===== src/rtl/mem_ctrl_pkg.sv =====
// mem_ctrl_pkg: shared constants, state encodings and byte helper for the memory controller
package mem_ctrl_pkg;
  localparam int DATA_WIDTH = 32;
  localparam int ADDR_WIDTH = 32;
  localparam logic TRUE = 1'b1;
  localparam logic FALSE = 1'b0;
  localparam logic [ADDR_WIDTH-1:0] IO_ADDR_DEF = 32'h30000;
  typedef enum logic [1:0] {IDLE, WRITE, READ} state_t;
  typedef enum logic [1:0] {K_STORE, K_IO, K_LOAD, K_FETCH} kind_t;
  function automatic logic [7:0] byte_of(logic [DATA_WIDTH-1:0] d, logic [1:0] i);
    return 8'(d >> {i, 3'b000});
  endfunction
endpackage


===== src/rtl/mem_arbiter.sv =====
// mem_arbiter: per-port pending latches and fixed-priority grant (store > io > load > fetch)
module mem_arbiter import mem_ctrl_pkg::*; #(
  parameter logic [ADDR_WIDTH-1:0] IO_ADDR = IO_ADDR_DEF
) (
  input  logic                  clk,
  input  logic                  rst,
  input  logic                  rdy,
  input  logic                  clear,
  input  logic                  idle,
  input  logic                  if_out_mem,
  input  logic [5:0]            out_mem_size,
  input  logic [ADDR_WIDTH-1:0] out_mem_addr,
  input  logic [DATA_WIDTH-1:0] out_mem_data,
  input  logic                  if_out_mem_io,
  input  logic                  if_load_lsb,
  input  logic [ADDR_WIDTH-1:0] load_addr_lsb,
  input  logic [2:0]            load_size_lsb,
  input  logic                  if_fetch,
  input  logic [ADDR_WIDTH-1:0] fetch_addr,
  output logic                  grant,
  output kind_t                 grant_kind,
  output logic [ADDR_WIDTH-1:0] grant_addr,
  output logic [DATA_WIDTH-1:0] grant_data,
  output logic [2:0]            grant_n
);
  logic st_p, io_p, ld_p, fe_p;
  logic [ADDR_WIDTH-1:0] st_addr, ld_addr, fe_addr;
  logic [DATA_WIDTH-1:0] st_data;
  logic [2:0] st_n, ld_n;
  // a flush blocks read grants in its own cycle; committed stores still go
  assign grant = rdy && idle && (st_p || (!clear && (io_p || ld_p || fe_p)));
  assign grant_data = st_data;
  always_comb begin
    grant_kind = st_p ? K_STORE : io_p ? K_IO : ld_p ? K_LOAD : K_FETCH;
    grant_addr = st_p ? st_addr : io_p ? IO_ADDR : ld_p ? ld_addr : fe_addr;
    grant_n = st_p ? st_n : io_p ? 3'd1 : ld_p ? ld_n : 3'd4;
  end
  always_ff @(posedge clk) begin
    if (rst) begin
      st_p <= FALSE;
      io_p <= FALSE;
      ld_p <= FALSE;
      fe_p <= FALSE;
      st_addr <= '0;
      st_data <= '0;
      st_n <= '0;
      ld_addr <= '0;
      ld_n <= '0;
      fe_addr <= '0;
    end else if (rdy) begin
      if (grant && grant_kind == K_STORE) st_p <= FALSE;
      if (if_out_mem && !st_p) begin
        st_p <= TRUE;
        st_addr <= out_mem_addr;
        st_data <= out_mem_data;
        st_n <= |out_mem_size[5:3] ? 3'd4 : out_mem_size[2:0];
      end
      if (clear || (grant && grant_kind == K_IO)) io_p <= FALSE;
      else if (if_out_mem_io) io_p <= TRUE;
      if (clear || (grant && grant_kind == K_LOAD)) ld_p <= FALSE;
      else if (if_load_lsb && !ld_p) begin
        ld_p <= TRUE;
        ld_addr <= load_addr_lsb;
        ld_n <= load_size_lsb;
      end
      if (clear || (grant && grant_kind == K_FETCH)) fe_p <= FALSE;
      else if (if_fetch && !fe_p) begin
        fe_p <= TRUE;
        fe_addr <= fetch_addr;
      end
    end
  end
endmodule


===== src/rtl/mem_ctrl.sv =====
// mem_ctrl: byte-serial RAM sequencer serving store, I/O read, load and fetch ports
module mem_ctrl import mem_ctrl_pkg::*; #(
  parameter logic [ADDR_WIDTH-1:0] IO_ADDR = IO_ADDR_DEF
) (
  input  logic                  clk,
  input  logic                  rst,
  input  logic                  rdy,
  input  logic                  clear,
  input  logic                  if_out_mem,
  input  logic [5:0]            out_mem_size,
  input  logic [ADDR_WIDTH-1:0] out_mem_addr,
  input  logic [DATA_WIDTH-1:0] out_mem_data,
  output logic                  if_stored,
  input  logic                  if_out_mem_io,
  output logic                  if_get_mem,
  output logic [DATA_WIDTH-1:0] data_mem,
  input  logic                  if_load_lsb,
  input  logic [ADDR_WIDTH-1:0] load_addr_lsb,
  input  logic [2:0]            load_size_lsb,
  output logic                  if_loaded,
  output logic [DATA_WIDTH-1:0] data_to_lsb,
  input  logic                  if_fetch,
  input  logic [ADDR_WIDTH-1:0] fetch_addr,
  output logic                  if_fetched,
  output logic [DATA_WIDTH-1:0] inst_to_if,
  input  logic [7:0]            mem_din,
  output logic [7:0]            mem_dout,
  output logic [ADDR_WIDTH-1:0] mem_a,
  output logic                  mem_wr,
  input  logic                  io_buffer_full
);
  state_t state;
  kind_t op_kind, grant_kind;
  logic grant, wr, stall;
  logic [ADDR_WIDTH-1:0] op_addr, grant_addr;
  logic [DATA_WIDTH-1:0] op_data, grant_data, rbuf, rnext;
  logic [2:0] op_n, grant_n, cnt, cnt1, cntm1;
  mem_arbiter #(.IO_ADDR(IO_ADDR)) arb (
    .clk(clk), .rst(rst), .rdy(rdy), .clear(clear), .idle(state == IDLE),
    .if_out_mem(if_out_mem), .out_mem_size(out_mem_size),
    .out_mem_addr(out_mem_addr), .out_mem_data(out_mem_data),
    .if_out_mem_io(if_out_mem_io), .if_load_lsb(if_load_lsb),
    .load_addr_lsb(load_addr_lsb), .load_size_lsb(load_size_lsb),
    .if_fetch(if_fetch), .fetch_addr(fetch_addr),
    .grant(grant), .grant_kind(grant_kind), .grant_addr(grant_addr),
    .grant_data(grant_data), .grant_n(grant_n)
  );
  assign cnt1 = cnt + 3'd1;
  assign cntm1 = cnt - 3'd1;
  // RAM returns byte cnt-1 one cycle after its address was presented
  assign rnext = rbuf | (DATA_WIDTH'(mem_din) << {cntm1, 3'b000});
  assign stall = wr && mem_a == IO_ADDR && io_buffer_full;
  assign mem_wr = wr && rdy && !stall;
  always_ff @(posedge clk) begin
    if (rst) begin
      state <= IDLE;
      op_kind <= K_STORE;
      op_addr <= '0;
      op_data <= '0;
      op_n <= '0;
      cnt <= '0;
      rbuf <= '0;
      wr <= FALSE;
      mem_a <= '0;
      mem_dout <= '0;
      if_stored <= FALSE;
      if_get_mem <= FALSE;
      if_loaded <= FALSE;
      if_fetched <= FALSE;
      data_mem <= '0;
      data_to_lsb <= '0;
      inst_to_if <= '0;
    end else if (rdy) begin
      if_stored <= FALSE;
      if_get_mem <= FALSE;
      if_loaded <= FALSE;
      if_fetched <= FALSE;
      case (state)
        IDLE: if (grant) begin
          state <= grant_kind == K_STORE ? WRITE : READ;
          op_kind <= grant_kind;
          op_addr <= grant_addr;
          op_data <= grant_data;
          op_n <= grant_n;
          cnt <= '0;
          rbuf <= '0;
          wr <= grant_kind == K_STORE;
          mem_a <= grant_addr;
          mem_dout <= grant_kind == K_STORE ? grant_data[7:0] : 8'h00;
        end
        WRITE: if (!stall) begin
          if (cnt1 == op_n) begin
            state <= IDLE;
            wr <= FALSE;
            mem_a <= '0;
            mem_dout <= '0;
            if_stored <= TRUE;
          end else begin
            cnt <= cnt1;
            mem_a <= op_addr + ADDR_WIDTH'(cnt1);
            mem_dout <= byte_of(op_data, cnt1[1:0]);
          end
        end
        READ: if (clear) begin
          state <= IDLE;
          mem_a <= '0;
        end else begin
          if (cnt != 3'd0) rbuf <= rnext;
          if (cnt == op_n) begin
            state <= IDLE;
            if_get_mem <= op_kind == K_IO;
            if_loaded <= op_kind == K_LOAD;
            if_fetched <= op_kind == K_FETCH;
            if (op_kind == K_IO) data_mem <= rnext;
            if (op_kind == K_LOAD) data_to_lsb <= rnext;
            if (op_kind == K_FETCH) inst_to_if <= rnext;
          end else begin
            cnt <= cnt1;
            mem_a <= cnt1 == op_n ? '0 : op_addr + ADDR_WIDTH'(cnt1);
          end
        end
        default: state <= IDLE;
      endcase
    end
  end
endmodule


===== config.mk =====
export PLATFORM = sky130hd
export DESIGN_NAME = mem_ctrl
export DESIGN_NICKNAME = d
export VERILOG_FILES = /design/src/rtl/mem_ctrl_pkg.sv /design/src/rtl/mem_arbiter.sv /design/src/rtl/mem_ctrl.sv
export SDC_FILE = /design/constraint.sdc
export NUM_CORES = 1
export LEC_CHECK = 0
export ABC_AREA = 1
export CAP_MARGIN = 15
export CORE_AREA = 4 4 191 333
export CTS_CLUSTER_SIZE = 12
export DETAILED_ROUTE_END_ITERATION = 10
export DIE_AREA = 0 0 195 337
export HOLD_SLACK_MARGIN = 0.1
export PLACE_DENSITY = 0.61
export SKIP_CTS_REPAIR_TIMING = 1
export SLEW_MARGIN = 20
export SYNTH_ARGS = -nofsm -noshare
export SYNTH_HDL_FRONTEND = slang
export SYNTH_HIERARCHICAL = 1
export SYNTH_SLANG_ARGS = --single-unit

===== constraint.sdc =====
create_clock -name clk -period 3.24 [get_ports clk]
set_input_delay 0.972 -clock clk [delete_from_list [all_inputs] [get_ports clk]]
set_output_delay 0.972 -clock clk [all_outputs]
set_load 0.005 [all_outputs]

==> results of run 1 <==
-- sequential cells by signal, indices dropped and copies added (netlist names), 2 cells and up --
name            count
op_data            32
data_to_lsb        32
op_kind             2
op_addr            32
mem_a              32
cnt                 3
arb/grant_data     32
arb/fe_addr        32
arb/st_n            3
inst_to_if         32
state               2
op_n                3
arb/ld_n            3
arb/ld_addr        32
arb/st_addr        32
rbuf               32
mem_dout            8
data_mem           32
-- routing by layer --
metal | routed length [um] | up-vias | part of all wire, % | track usage [%]
met2 | 28540 | 414 | 51 | 30.11
met4 | 1764 | 0 | 3.1 | 5.530
met1 | 23350 | 7491 | 41 | 20.02
met3 | 2718 | 84 | 4.8 | 2.349
met5 | 0 | - | 0 | 0
li1 | - | 8932 | - | -
-- cell usage in the layout, fill, tap and decap left out, drive strengths merged, types with 2 or more instances in the layout --
| master | count |
|---|---|
| ha | 10 |
| xor2 | 13 |
| clkinv | 7 |
| nand3b | 2 |
| buf | 61 |
| nand3 | 96 |
| o21ai | 301 |
| dfxtp | 385 |
| o22ai | 2 |
| nand4 | 86 |
| nand2 | 502 |
| clkdlybuf4s50 | 292 |
| clkbuf | 54 |
| or2 | 2 |
| o21bai | 32 |
| a21oi | 267 |
| inv | 449 |
| nor2 | 379 |
| xnor2 | 4 |
| a22oi | 2 |
-- metrics by stage --
stage | utilization [%] | std cells | power [W]
after floorplan | - | 2703 | 0.007024
after global placement | 36.06 | 3687 | 0.008240
after detailed placement | 36.06 | 3687 | 0.008265
after CTS | 37.94 | 3745 | 0.01262
after global routing | 38.01 | 3746 | 0.01312
final | 38.01 | 3746 | 0.01241
-- layout make-up --
cell class                      count  area share (%)
Multi-Input combinational cell   1703           34.61
Sequential cell                   385           33.27
Timing Repair Buffer              354           15.50
Inverter                          453           7.376
Clock buffer                       54           4.854
Tap cell                          793           4.282
Clock inverter                      4          0.1134
-- how the worst max path moves through the flow --
| stage | to | cells after the start | startpoint |
|---|---|---|---|
| after global routing | mem_a[29]$_SDFFE_PP0P_ | 14 | cnt[0]$_SDFFE_PP0P_ |
| after floorplan | mem_a[29]$_SDFFE_PP0P_ | 16 | cnt[0]$_SDFFE_PP0P_ |
| after CTS | mem_wr | 9 | io_buffer_full |
| final | mem_wr | 4 | rdy |
| after global placement | mem_wr | 9 | io_buffer_full |
| after detailed placement | mem_wr | 9 | io_buffer_full |
-- worst register-to-register path: stages, from the launching register on --
cell	delay, ps
dfxtp_1	520
clkinv_1	150
ha_1	470
ha_1	340
nand2_1	40
nand2_1	110
nand3_1	190
nor2_1	370
nand2_1	130
nor2_1	120
nand2_1	60
nand2_1	60
nand2_1	70
nor2_1	100
nor2_1	50
-- synth_stat cells (all sizes together) --
cell     instances  area, um^2
nand2          502        1902
inv            449        1688
dfxtp          385        7707
nor2           379        1443
o21ai          301        1506
a21oi          267        1336
nand3           96       525.5
clkbuf          88       331.6
nand4           86       571.8
buf             74       486.7
o21bai          32       240.2
xor2            13       113.9
ha              10       125.1
clkinv           4       15.01
xnor2            4       53.81
a22oi            2       15.01
nand3b           2       15.01
o22ai            2       12.51
or2              2       12.51
a211oi           1       7.510
a22o             1       8.760
fa               1       20.02
nor3             1       5.000
o2111ai          1       15.01
-- cell families after synthesis --
group / Yosys count / share of synthesized area [%]
adders and majority gates: 11 / 0.7993
AOI/OAI and AO/OA: 607 / 17.30
DFF: 385 / 42.45
buffers and inverters: 615 / 13.89
xor gates and xnor gates: 17 / 0.9234
and+or+nand+nor: 1068 / 24.64
-- power by group through the flow --
| stage | Clock, W | Combinational (W) | Sequential, W |
|---|---|---|---|
| finish | 0.00427 | 0.00291 | 0.00523 |
| detailed placement | 0 | 0.00292 | 0.00534 |
| floorplan | 0 | 0.00174 | 0.00529 |
| global route | 0.00460 | 0.00326 | 0.00527 |
| global placement | 0 | 0.00291 | 0.00533 |
| CTS | 0.00445 | 0.00294 | 0.00524 |
==> out/qor.yml, run 1 <==
outcome:
  status: "finished clean"
placed_design:
  dp_hpwl_mm: 41.32
  place.gp.congestion: 0.8793
  io_buffer_count: 294
  dpl_cell_area_um2: 21980
  place_ws_ps: -574.8
power_and_ir_drop:
  seq_power_share_pct: 42.2
  clock_power_share_pct: 34.4
  powerDensity_nw_per_um2: 535.4
  power_frac_comb_pct: 23.4
  power_switching_share_pct: 31.36
  p_leak_nw: 9.305
  power.switching_w: 0.003890
  max-vdd-ir-drop_mv: 0.3192
  intPower_w: 0.008517
critical_path:
  cp_cell_sequence: "clkdlybuf4s50_1 -> nand2_2 -> nor2_2 -> buf_2"
  worstPathRequired_ps: 2270
  end_kind: "output port"
  r2r-end: "mem_a[29]$_SDFFE_PP0P_"
  crit_type: "in2out"
  cp.arrival_ps: 1980
  path_buf_inv: 2
  start_kind: "primary input"
  cpPeakStageDelay_ps: 600
  critPathTopFamily: "buffers and inverters"
  r2r_slack_ps: 360
  slowest_stage: "clkdlybuf4s50_1"
  r2r-start: "cnt[0]$_SDFFE_PP0P_"
  reg2reg_depth: 14
  crit_path_max_fanout: 2
drt:
  ant_nets: 0
  first_pass_iters: 4
  drt-initial-drc-count: 823
  viasPerCell: 4.517
  drc: 0
  detail_route.wl_per_cell_um: 15.05
  vias: 16921
  routed_wl_mm: 56.38
job:
  maxCapViolCount: 0
cts:
  htreeDepth: 2
  max-clock-path-buffers: 3
  cts_sinks: 385
  cts-root-buf: "clkbuf_16"
  cts_tree: "done"
  clk_latency_ps: 540
  cts_buffers: 40
  clk_pin_slew_ps: 60
finish:
  seq_area_um2: 7709
  synthToLayoutAreaGrowth_pct: 27.62
  nets: 3102
  drive_gt1_share_pct: 5.384
  final_area_um2: 23170
  fillers: 6578
  antenna-diode-count: 0
  multiInputGateArea_um2: 8020
floorplan:
  fp.dieH_um: 337
  core_um2: 60960
  fp-row-count: 120
  die_area_um2: 65720
  start_util_pct: 29.79
  die_w_um: 195
  io_pins: 295
min_path:
  worstHoldEndpoint: "op_data[23]$_SDFFE_PP0P_"
  min_from: "op_data[23]$_SDFFE_PP0P_"
  hold_path.class: "reg2reg"
  worstHoldPathCells: 2
global_route:
  antenna_found_initial: 0
  grt_overflow: 0
  grt_use_total_pct: 16.57
  grt_pass1_vias: 15915
  grt_pass1_wl_mm: 88.57
  grt_max_degree: 85
timing:
  skew_ps: 12.29
  fin_crit_ps: 2949
  finalSetupViolations: 0
  max_freq_mhz: 339.1
  post-route-period-util_pct: 91.01
  rsz0062_at_grt: "false"
  slew_violations: 0
  finalSetupTns_ps: 0
  whs_ps: 438.3
  fin_ws_ps: 291.2
  final_hold_viol_count: 0
  relSlewSlack_pct: 50.79
  worstMarginPinSlew_ps: 738.1
synthesis:
  syn_area_um2: 18160
  syn-num-nets: 2868
  yosys_warnings: 6
  avgSynthCellArea_um2: 6.718
  synth_cells: 2703
  ys_seq_area_share_pct: 42.45
  ys_ff_latch: 385
  ys_types: 40
No activity file was read; power rests on OpenSTA's default activity.
==> inputs of run 2 (changes only) <==
--- a/config.mk
+++ b/config.mk
@@ -14,6 +14,7 @@
 export HOLD_SLACK_MARGIN = 0.1
 export PLACE_DENSITY = 0.61
 export SKIP_CTS_REPAIR_TIMING = 1
+export SKIP_LAST_GASP = 1
 export SLEW_MARGIN = 20
 export SYNTH_ARGS = -nofsm -noshare
 export SYNTH_HDL_FRONTEND = slang
==> results of run 2 <==
Same layout as run 1: the final DEF is identical, and so are final timing and power.
